<file path="src/rtl/md_pkg.sv">
// Shared types for the multiply/divide issue controller: op/func encodings,
// FSM states, the request payload sent to the unit, and default sizing.
package md_pkg;

    localparam int unsigned MD_DATA_W      = 32;
    localparam int unsigned MD_TIMEOUT_CYC = 64;
    localparam int unsigned MD_CNT_W       = 7;

    typedef enum logic [2:0] {
        OP_NONE  = 3'd0,
        OP_MULT  = 3'd1,
        OP_MULTU = 3'd2,
        OP_DIV   = 3'd3,
        OP_DIVU  = 3'd4,
        OP_MTHI  = 3'd5,
        OP_MTLO  = 3'd6,
        OP_MF    = 3'd7
    } md_op_t;

    typedef enum logic [1:0] {
        FN_MULT  = 2'd0,
        FN_MULTU = 2'd1,
        FN_DIV   = 2'd2,
        FN_DIVU  = 2'd3
    } md_func_t;

    typedef enum logic [1:0] {
        ST_IDLE  = 2'd0,
        ST_ISSUE = 2'd1,
        ST_BUSY  = 2'd2
    } md_state_t;

    typedef struct packed {
        logic [MD_DATA_W-1:0] data1;
        logic [MD_DATA_W-1:0] data2;
        md_func_t             func;
    } md_req_t;

    function automatic logic is_arith(md_op_t op);
        return (op == OP_MULT) || (op == OP_MULTU) || (op == OP_DIV) || (op == OP_DIVU);
    endfunction

    // MULT..DIVU are consecutive codes starting at 1, so func = code - 1
    function automatic md_func_t op2func(md_op_t op);
        logic [2:0] code;
        code = 3'(op) - 3'd1;
        return md_func_t'(code[1:0]);
    endfunction

endpackage

</file>
<file path="src/rtl/md_hilo_regs.sv">
// Architectural HI/LO pair: unit-result write, MTHI/MTLO write and the
// combinational MFHI/MFLO read mux.
module md_hilo_regs
    import md_pkg::*;
(
    input  logic                 clk,
    input  logic                 reset_n,
    input  logic                 mt_we,
    input  logic                 mt_lo,
    input  logic [MD_DATA_W-1:0] mt_data,
    input  logic                 done_we,
    input  logic [MD_DATA_W-1:0] done_hi,
    input  logic [MD_DATA_W-1:0] done_lo,
    input  logic                 rd_en,
    input  logic                 rd_lo,
    output logic [MD_DATA_W-1:0] rd_data_c
);

    logic [MD_DATA_W-1:0] hi_q, hi_d;
    logic [MD_DATA_W-1:0] lo_q, lo_d;

    // Done and mt writes are mutually exclusive by FSM state; done is listed first.
    always_comb begin
        hi_d = hi_q;
        lo_d = lo_q;
        if (done_we) begin
            hi_d = done_hi;
            lo_d = done_lo;
        end else if (mt_we) begin
            if (mt_lo) lo_d = mt_data;
            else       hi_d = mt_data;
        end
    end

    always_ff @(posedge clk or negedge reset_n) begin
        if (!reset_n) begin
            hi_q <= '0;
            lo_q <= '0;
        end else begin
            hi_q <= hi_d;
            lo_q <= lo_d;
        end
    end

    assign rd_data_c = !rd_en ? '0 : (rd_lo ? lo_q : hi_q);

endmodule

</file>
<file path="config.mk">
export PLATFORM = sky130hd
export DESIGN_NAME = md_hilo_regs
export DESIGN_NICKNAME = d
export VERILOG_FILES = /design/src/rtl/md_pkg.sv /design/src/rtl/md_hilo_regs.sv
export SDC_FILE = /design/constraint.sdc
export NUM_CORES = 1
export LEC_CHECK = 0
export BUFFER_PORTS_ARGS = -buffer_cell sky130_fd_sc_hd__clkbuf_2
export CORE_MARGIN = 2
export CORE_UTILIZATION = 57
export CTS_CLUSTER_DIAMETER = 150
export DETAILED_ROUTE_END_ITERATION = 16
export HOLD_SLACK_MARGIN = 0.15
export PLACE_DENSITY = 0.87
export SETUP_SLACK_MARGIN = 0.5
export SLEW_MARGIN = 5
export SYNTH_ARGS = -nofsm -noshare
export SYNTH_HDL_FRONTEND = slang
export SYNTH_SLANG_ARGS = --single-unit
export TNS_END_PERCENT = 30
</file>
<file path="constraint.sdc">
create_clock -name clk -period 2.1 [get_ports clk]
set_input_delay 0.42 -clock clk [delete_from_list [all_inputs] [get_ports clk]]
set_output_delay 0.42 -clock clk [all_outputs]
set_load 0.02 [all_outputs]
</file>
==> impl_metrics.tcl, run 1 <==
set metrics [dict create \
    syn_area_um2 4630 \
    vdd_drop_max_uv 400 \
    crit_required_ps 1680 \
    area_delta_synth_final_pct 21.9 \
    end_kind "primary output" \
    cts_setup_buffers 0 \
    cts_tree "built" \
    vias_per_cell 5.93 \
    status "completed" \
    timing.rr.start "lo_q[2]$_DFFE_PN0P_" \
    netlist_instances 434 \
    syn-num-nets 537 \
    cp-start-kind "primary input" \
    synthFlopType "dfrtp_1" \
    wl_per_cell_um 18.4 \
    tns_ps 0 \
    yosysTopAreaCellShare_pct 34.6 \
    synth_top_family_by_area "simple AND/OR/NAND/NOR gates" \
    drive_above_1_share_pct 39.4 \
    setup_viol 0 \
    p_per_area_nw_per_um2 584 \
    grt.overflow.total 0 \
    drt-total-wl_um 12000 \
    synth_edf_count 0 \
    grt_max_degree 65 \
    detail-route-antenna-nets 0 \
    avgSynthCellArea_um2 10.7 \
    num_rows 32 \
    synth_xor_area_share_pct 0 \
    start_util_pct 59.2 \
    slew_violations 0 \
    final_cells 653 \
    worstHoldStart "done_lo[30]" \
    n_antenna_cell 0 \
    ctsLongestPathBuffers 2 \
    dp_slack_ps 396 \
    crit_fanout 8 \
    synthArstFlopShare_pct 100 \
    p_leak_nw 2.62 \
    synth_compound_area_share_pct 22.8 \
    path_buf_inv 3 \
    yosysWarnings 0 \
    port_buffers 134 \
    cts.clk_slew.worst_paths_ps 70 \
    worst_slack_ps 483 \
    final_nets 652 \
    fin_crit_ps 1620 \
    maxCapViolCount 0 \
    fp.dieH_um 94.1 \
    h-tree-depth 3 \
    synth_area_leader_cell "dfrtp_1" \
    path_cells "clkbuf_16 -> buf_16 -> mux2i_1 -> nor2b_1 -> clkbuf_4" \
    ys_seq_area_share_pct 34.6 \
    dp_hpwl_um 7780 \
    grtUsageTotal_pct 27.9 \
    grt_pass1_vias 3806 \
    synth.mux.area_fraction_pct 6.92 \
    dr.pass1.iters 4 \
    rsz0062_at_grt "true" \
    hold-path-endpoint "lo_q[30]$_DFFE_PN0P_" \
    synth.area.top_cells "dfrtp_1 35%, o311ai_2 13%, nand4bb_1 7.8%" \
    dieArea_um2 8850 \
    cts.sinks 64 \
    hold_viol 0 \
    worstPathArrival_ps 1200 \
    dieWidth_um 94.1 \
    critical_path_class "in2out" \
    clock.fmax_mhz 618 \
    yosys.area_share.adder_pct 0 \
    cp_slowest_cell "clkbuf_4" \
    root_buffer "clkbuf_8" \
    max_slew.worst_pin.slew_ps 600 \
    synth_seq_cells 64 \
    insertion_delay_ps 340 \
    reg2reg_slack_ps 1270 \
    numCtsBuffers 9 \
    final.setup_skew_ps 0 \
    max_slew_margin_pct 60.0 \
    min_path_type "in2reg" \
    hold_depth 3 \
    crit_family "buffers and inverters" \
    num_vias 3872 \
    worstReg2RegEnd "lo_q[2]$_DFFE_PN0P_" \
    cp_slowest_stage_delay_ps 190 \
    yosys.area_share.simple_pct 23.8 \
    synth_cell_types 17 \
    dp.cells 636 \
    pin_count 135 \
    r2r_cells 2 \
    grt_pass1_wl_um 19100 \
    drc 0 \
    place.gp.congestion 0.835 \
    netlist_top_cells_count "64 x dfrtp_1, 64 x inv_1, 64 x nand2_1" \
    drtIter0Drc 233 \
    finalCritPeriodShare_pct 77.0 \
    core_um2 7810 \
    antenna_found_initial 0 \
    fin_util_pct 72.2 \
]
[logic make-up after synthesis]
| kind of cell | count (synthesis) |
|---|---|
| mux | 32 |
| flops | 64 |
| simple gates | 162 |
| buf+inv | 112 |
| compound gates | 64 |
[placed cells by master, fill, tap and decap left out, drive strengths merged]
cell	n
and2b	1
buf	23
dfrtp	64
and2	1
nand4b	32
nor2b	32
nand2	64
inv	64
dlygate4sd3	1
clkbuf	140
o311ai	64
mux2i	32
nand4bb	32
clkinv	1
[power breakdown]
| group | switching, mW | internal (mW) | total [mW] |
|---|---|---|---|
| Combinational | 0.507 | 0.436 | 0.943 |
| Clock | 0.442 | 0.472 | 0.914 |
| Sequential | 0.0789 | 1.36 | 1.44 |
| Total | 1.03 | 2.27 | 3.30 |
[final cells by class]
cell class	count	area (um2)
fill	601	2170
multi-input combinational	258	2480
clock buffer	12	155
inverter	64	240
clock inverter	1	5.00
timing repair buffer	152	1030
tap	102	128
sequential	64	1600
[worst reg2reg max path: stages (launching register included)]
cell      delay, ps
dfrtp_1         370
inv_1            50
o311ai_1        310
[metrics by stage]
step                area (um2)  hold slack (ps)  total power, mW
global route              5640              305             3.45
detailed placement        5340              469             2.36
global placement          5340              466             2.32
finish                    5640              311             3.30
CTS                       5620              298             3.30
floorplan                 4630              124             2.06
[per-layer routing]
metal | up-vias | track usage (%) | part of all wire, %
li1 | 1794 | - | -
met3 | 17 | 3.69 | 5.6
met4 | 0 | 9.18 | 1.4
met2 | 157 | 45.4 | 49
met5 | - | 0 | 0
met1 | 1904 | 38.5 | 44
[worst max-delay path by stage]
stage | startpoint | end | slack (ps) | depth (start not counted)
2_1_floorplan | rd_lo | rd_data_c[0] | 500 | 4
5_1_grt | rd_lo | rd_data_c[24] | 450 | 5
3_3_place_gp | rd_lo | rd_data_c[16] | 420 | 5
6_report | rd_lo | rd_data_c[0] | 480 | 5
3_5_place_dp | mt_we | hi_q[5]$_DFFE_PN0P_ | 400 | 4
4_1_cts | rd_lo | rd_data_c[22] | 500 | 5
[flip-flops by register name (all words and copies together), names as in the netlist]
register  count
lo_q         32
hi_q         32
[what timing repair did]
item                                   4_1_cts  5_1_grt
gates cloned                                 3        0
endpoints found under the hold margin       64        0
setup endpoints to repair                   32       26
resized for setup                           10       11
hold buffers                                 1        0
No activity file was read; power rests on OpenSTA's default activity.
==> run 2, diff against run 1 <==
Settings changed: ABC_AREA from default to 1, CORE_UTILIZATION 57 to 50, PLACE_DENSITY 0.87 to 0.81.
Clock period 2.1 ns to 1.6 ns, I/O delays scaled along.
==> run 2 against run 1 <==
Cell area down 13%. Worst hold slack worse by 35 ps. Clock power up 52%. Largest power group unchanged. Largest cell class unchanged. Sequential share of layout area up 4.3 points. Worst setup slack worse by 320 ps. Clock-buffer cell count up 1. Global-route usage down 0.65 points. Non-clock buffer count up 9. Highest routed layer unchanged. Clock skew unchanged. Die area down 10%. Cell count up 22%. Wire length down 12%.
==> impl_metrics.tcl, run 2 <==
set metrics [dict create \
    status "completed" \
    syn-num-nets 660 \
    num_vias 4031 \
    start_util_pct 50.9 \
    rsz0062_at_grt "true" \
    dieWidth_um 89.2 \
    crit_fanout 13 \
    r2r_cells 3 \
    cp-start-kind "primary input" \
    detail-route-antenna-nets 0 \
    max_slew.worst_pin.slew_ps 354 \
    yosysTopAreaCellShare_pct 44.1 \
    grt_pass1_wl_um 16800 \
    reg2reg_slack_ps 820 \
    grt_pass1_vias 3800 \
    vdd_drop_max_uv 557 \
    avgSynthCellArea_um2 6.52 \
    wl_per_cell_um 13.3 \
    p_leak_nw 2.86 \
    dieArea_um2 7960 \
    ctsLongestPathBuffers 2 \
    netlist_top_cells_count "292 x nand2_1, 64 x dfrtp_1, 64 x nand3_1, 64 x nor2_1, 32 x o21ai_0" \
    place_area_um2 4510 \
    layout_commonest_cell "nand2_1" \
    yosysWarnings 0 \
    power_mw 4.37 \
    cts_tree "built" \
    synth.most_common_cell "nand2_1" \
    synth_top_family_by_area "simple AND/OR/NAND/NOR gates" \
    cts.sinks 64 \
    place.gp.congestion 0.832 \
    synth_cell_types 10 \
    final_nets 794 \
    synth_seq_cells 64 \
    root_buffer "clkbuf_8" \
    yosys.area_share.adder_pct 0 \
    insertion_delay_ps 310 \
    synthArstFlopShare_pct 100 \
    drive_above_1_share_pct 33.3 \
    worstReg2RegEnd "hi_q[8]$_DFFE_PN0P_" \
    slew_violations 0 \
    dr.pass1.iters 5 \
    tns_ps 0 \
    pin_count 135 \
    hold_viol 0 \
    hold_depth 5 \
    worstHoldStart "done_lo[10]" \
    crit_required_ps 1280 \
    p_per_area_nw_per_um2 892 \
    worstPathArrival_ps 1110 \
    clock.fmax_mhz 697 \
    area_delta_synth_final_pct 35.1 \
    drc 0 \
    n_antenna_cell 0 \
    vias_per_cell 5.07 \
    top_regs "hi_q: 32 flops, lo_q: 32 flops" \
    synth_xor_area_share_pct 0 \
    fin_util_pct 68.7 \
    synthFlopType "dfrtp_1" \
    numCtsBuffers 9 \
    port_buffers 134 \
    drt-total-wl_um 10600 \
    dp_hpwl_um 7130 \
    core_um2 7140 \
    h-tree-depth 3 \
    grt_max_degree 65 \
    grt.overflow.total 0 \
    netlist_instances 557 \
    min_path_type "in2reg" \
    fin_crit_ps 1430 \
    final.setup_skew_ps 0 \
    hold-path-endpoint "lo_q[10]$_DFFE_PN0P_" \
    yosys.area_share.simple_pct 45.6 \
    drtIter0Drc 261 \
    synth.mux.area_fraction_pct 0 \
    maxCapViolCount 0 \
    fp.dieH_um 89.2 \
    end_kind "primary output" \
    timing.rr.start "hi_q[8]$_DFFE_PN0P_" \
    layout_common_cells "292 x nand2_1, 129 x clkbuf_2, 64 x nand3_1, 64 x dfrtp_1, 40 x nor2_2" \
    ys_seq_area_share_pct 44.1 \
    setup_viol 0 \
    syn_area_um2 3630 \
    fin_area_um2 4900 \
    synth_compound_area_share_pct 4.41 \
    grtUsageTotal_pct 27.2 \
    num_rows 31 \
    synth.area.top_cells "dfrtp_1 44%, nand2_1 30%, nand3_1 8.8%" \
    max_slew_margin_pct 76.4 \
    antenna_found_initial 0 \
    finalCritPeriodShare_pct 89.7 \
    synth_edf_count 0 \
    critical_path_class "in2out" \
    cts.clk_slew.worst_paths_ps 70 \
    synth_area_leader_cell "dfrtp_1" \
]
run 2: changes by cell type after synthesis, sizes merged, moves of 61 or more:
| cell | change |
|---|---|
| o311ai | -64 |
| nor2 | +64 |
| nand3 | +64 |
| inv | -61 |
| nand2 | +228 |
run 2: cell families (layout without fill, tap and decap cells):
| kind of cell | Yosys count | count (layout) |
|---|---|---|
| and+or+nand+nor | 420 | 420 |
| DFF | 64 | 64 |
| buffers and inverters | 41 | 180 |
| AOI/OAI and AO/OA | 32 | 32 |
run 2: routing by layer:
layer | vias up | GRT usage (%) | wire length [um]
li1 | 2014 | - | -
met1 | 1836 | 36.4 | 4600
met2 | 173 | 44.6 | 5170
met3 | 8 | 4.43 | 742
met4 | 0 | 10.7 | 81
met5 | - | 0 | 0
run 2: how the worst max path moves through the flow:
stage          cells after the start  slack [ps]             to                  from
6_report                           6         170  rd_data_c[14]                 rd_lo
3_5_place_dp                       5         150  rd_data_c[26]                 rd_lo
2_1_floorplan                      3         480   rd_data_c[0]                 rd_lo
5_1_grt                            6         130   rd_data_c[7]                 rd_lo
3_3_place_gp                       5         160   rd_data_c[0]                 rd_lo
4_1_cts                            3         180  rd_data_c[27]  hi_q[27]$_DFFE_PN0P_
run 2: cell type report:
| type | count | area [um2] |
|---|---|---|
| clock inverter | 3 | 40.0 |
| multi-input combinational | 452 | 1980 |
| timing repair buffer | 161 | 986 |
| sequential | 64 | 1600 |
| inverter | 3 | 15.0 |
| clock buffer | 13 | 159 |
| fill | 671 | 2230 |
| tap | 99 | 124 |
run 2: what timing repair did:
action / in CTS / in global routing
pin swaps: 1 / 3
buffers inserted: 5 / 2
cloned: 0 / 0
endpoints found under the hold margin: 64 / 0
hold buffers: 1 / 0
endpoints found under the setup margin: 32 / 36
gates resized for setup: 54 / 19
run 2: where the power goes:
group	internal, mW	leakage (nW)	switching, mW	total [mW]
registers	1.80	0.787	0.118	1.92
clock network	0.802	0.103	0.592	1.39
logic	0.432	1.97	0.630	1.06
total	3.03	2.86	1.34	4.37
run 2: worst max-delay path: stages:
cell,delay (ps)
clkbuf_4,150
clkinvlp_4,140
buf_6,180
nor2_1,120
nor2_2,50
clkbuf_2,160
run 2: stage by stage:
stage          hold WS [ps]  setup slack (ps)  cells
4_1_cts                 263               179    793
6_report                276               165    795
5_1_grt                 278               131    795
2_1_floorplan          24.4               481    557
3_5_place_dp            364               154    771
3_3_place_gp            360               160    771
==> run 3, diff against run 2 <==
Settings changed: GPL_TIMING_DRIVEN from default to 1, RECOVER_POWER from default to 100.
==> run 3 against run 2 <==
Worst hold slack worse by 1.4 ps. Cell area down 1.1%. Wire length up 0.52%. Sequential cell count unchanged. Global-route usage unchanged. Sequential share of layout area up 0.38 points. Non-clock buffer count unchanged. Clock power about the same. Clock skew unchanged. Worst setup slack worse by 53 ps. Cell count unchanged. Die area unchanged. Highest routed layer unchanged.
==> impl_metrics.tcl, run 3 (synthesis gave the netlist of run 2 again) <==
set metrics [dict create \
    final_nets 794 \
    vdd_drop_max_uv 554 \
    h-tree-depth 3 \
    timing.rr.start "hi_q[8]$_DFFE_PN0P_" \
    hold_ws_ps 274 \
    status "completed" \
    max_slew.worst_pin.slew_ps 888 \
    cts.sinks 64 \
    num_vias 4080 \
    worstPathArrival_ps 1170 \
    hold-path-endpoint "lo_q[10]$_DFFE_PN0P_" \
    max_slew_margin_pct 40.8 \
    dieArea_um2 7960 \
    grt_pass1_wl_um 16800 \
    layout_common_cells "292 x nand2_1, 110 x clkbuf_2, 64 x nand3_1, 64 x dfrtp_1, 38 x nor2_2" \
    internal_power_mw 3.01 \
    r2r_cells 3 \
    worst_slack_ps 112 \
    grt.overflow.total 0 \
    antenna_found_initial 0 \
    p_per_area_nw_per_um2 898 \
    slew_violations 0 \
    setup_viol 0 \
    drt-total-wl_um 10600 \
    crit_required_ps 1280 \
    worstReg2RegEnd "hi_q[8]$_DFFE_PN0P_" \
    hold_viol 0 \
    dieWidth_um 89.2 \
    vias_per_cell 5.13 \
    power_mw 4.35 \
    p_switching_mw 1.34 \
    reg2reg_slack_ps 810 \
    port_buffers 134 \
    pwr-share-clk_pct 32.0 \
    maxCapViolCount 0 \
    ctsLongestPathBuffers 2 \
    p_seq_share_pct 44.1 \
    grtUsageTotal_pct 27.2 \
    cts_tree "built" \
    combPwrFrac_pct 23.9 \
    final.setup_skew_ps 0 \
    tns_ps 0 \
    num_rows 31 \
    drive_above_1_share_pct 29.6 \
    fin_util_pct 67.9 \
    n_antenna_cell 0 \
    p_leak_nw 2.78 \
    crit_fanout 13 \
    cp-start-kind "primary input" \
    grt_max_degree 65 \
    layout_commonest_cell "nand2_1" \
    start_util_pct 50.9 \
    end_kind "primary output" \
    place.gp.congestion 0.832 \
    min_path_type "in2reg" \
    pin_count 135 \
    dr.pass1.iters 5 \
    rsz0062_at_grt "true" \
    clock.fmax_mhz 672 \
    insertion_delay_ps 310 \
    drtIter0Drc 257 \
    grt_pass1_vias 3800 \
    area_delta_synth_final_pct 33.5 \
    core_um2 7140 \
    dp_slack_ps 154 \
    drc 0 \
    power.share.switching_pct 30.8 \
    root_buffer "clkbuf_8" \
    numCtsBuffers 9 \
    hold_depth 5 \
    top_regs "hi_q: 32 flops, lo_q: 32 flops" \
    dp_hpwl_um 7130 \
    detail-route-antenna-nets 0 \
    wl_per_cell_um 13.4 \
    finalCritPeriodShare_pct 93.0 \
    worstHoldStart "done_lo[10]" \
    cts.clk_slew.worst_paths_ps 70 \
    critical_path_class "in2out" \
    fp.dieH_um 89.2 \
    fin_crit_ps 1490 \
]
[run 3: changes by cell type in the layout (fill, tap and decap cells not counted), moves of 2 or more]
cell	previous run	this run
clkbuf_1	2	24
clkbuf_2	129	110
o21ai_0	0	4
buf_4	17	14
o21ai_1	16	13
nor2_1	24	26
nor2_2	40	38
[run 3: per-layer routing]
metal	vias up	global-route usage, %	share of wire, %
li1	2013	-	-
met1	1878	36.4	43
met2	179	44.6	49
met3	10	4.43	6.9
met4	0	10.7	0.75
met5	-	0	0
[run 3: how the worst max path moves through the flow]
stage / start / end / slack (ps)
CTS: hi_q[27]$_DFFE_PN0P_ / rd_data_c[27] / 180
floorplan: rd_lo / rd_data_c[0] / 480
global route: hi_q[30]$_DFFE_PN0P_ / rd_data_c[30] / 70
finish: rd_lo / rd_data_c[14] / 110
global placement: rd_lo / rd_data_c[0] / 160
detailed placement: rd_lo / rd_data_c[26] / 150
[run 3: cell type report]
cell class / instances / area, um2
multi-input combinational: 452 / 1970
tap: 99 / 124
clock buffer: 13 / 159
fill: 686 / 2290
clock inverter: 3 / 40.0
sequential: 64 / 1600
inverter: 3 / 15.0
timing repair buffer: 161 / 938
[run 3: metrics by stage]
| step | cell area (um2) | std cells |
|---|---|---|
| after CTS | 4830 | 793 |
| final | 4850 | 795 |
| after detailed placement | 4510 | 771 |
| after global placement | 4510 | 771 |
| after floorplan | 3730 | 557 |
| after global routing | 4850 | 795 |
[run 3: worst max-delay path, cell delays in order]
cell	delay, ps
clkbuf_4	140
clkinvlp_4	120
buf_6	180
nor2_1	70
nor2_2	80
clkbuf_1	260
[run 3: repair_timing]
| action | CTS | global route |
|---|---|---|
| hold buffers | 1 | 0 |
| pin swaps | 1 | 3 |
| setup buffers | 5 | 2 |
| resized for setup | 54 | 19 |
| hold endpoints to repair | 64 | 0 |
| endpoints found under the setup margin | 32 | 36 |
[run 3: power by group through the flow]
stage | sequential (mW) | clock [mW] | combinational (mW)
2_1_floorplan | 1.90 | 0 | 0.629
3_3_place_gp | 1.92 | 0 | 0.956
3_5_place_dp | 1.93 | 0 | 0.982
4_1_cts | 1.91 | 1.43 | 1.04
5_1_grt | 1.93 | 1.50 | 1.16
6_report | 1.92 | 1.39 | 1.04
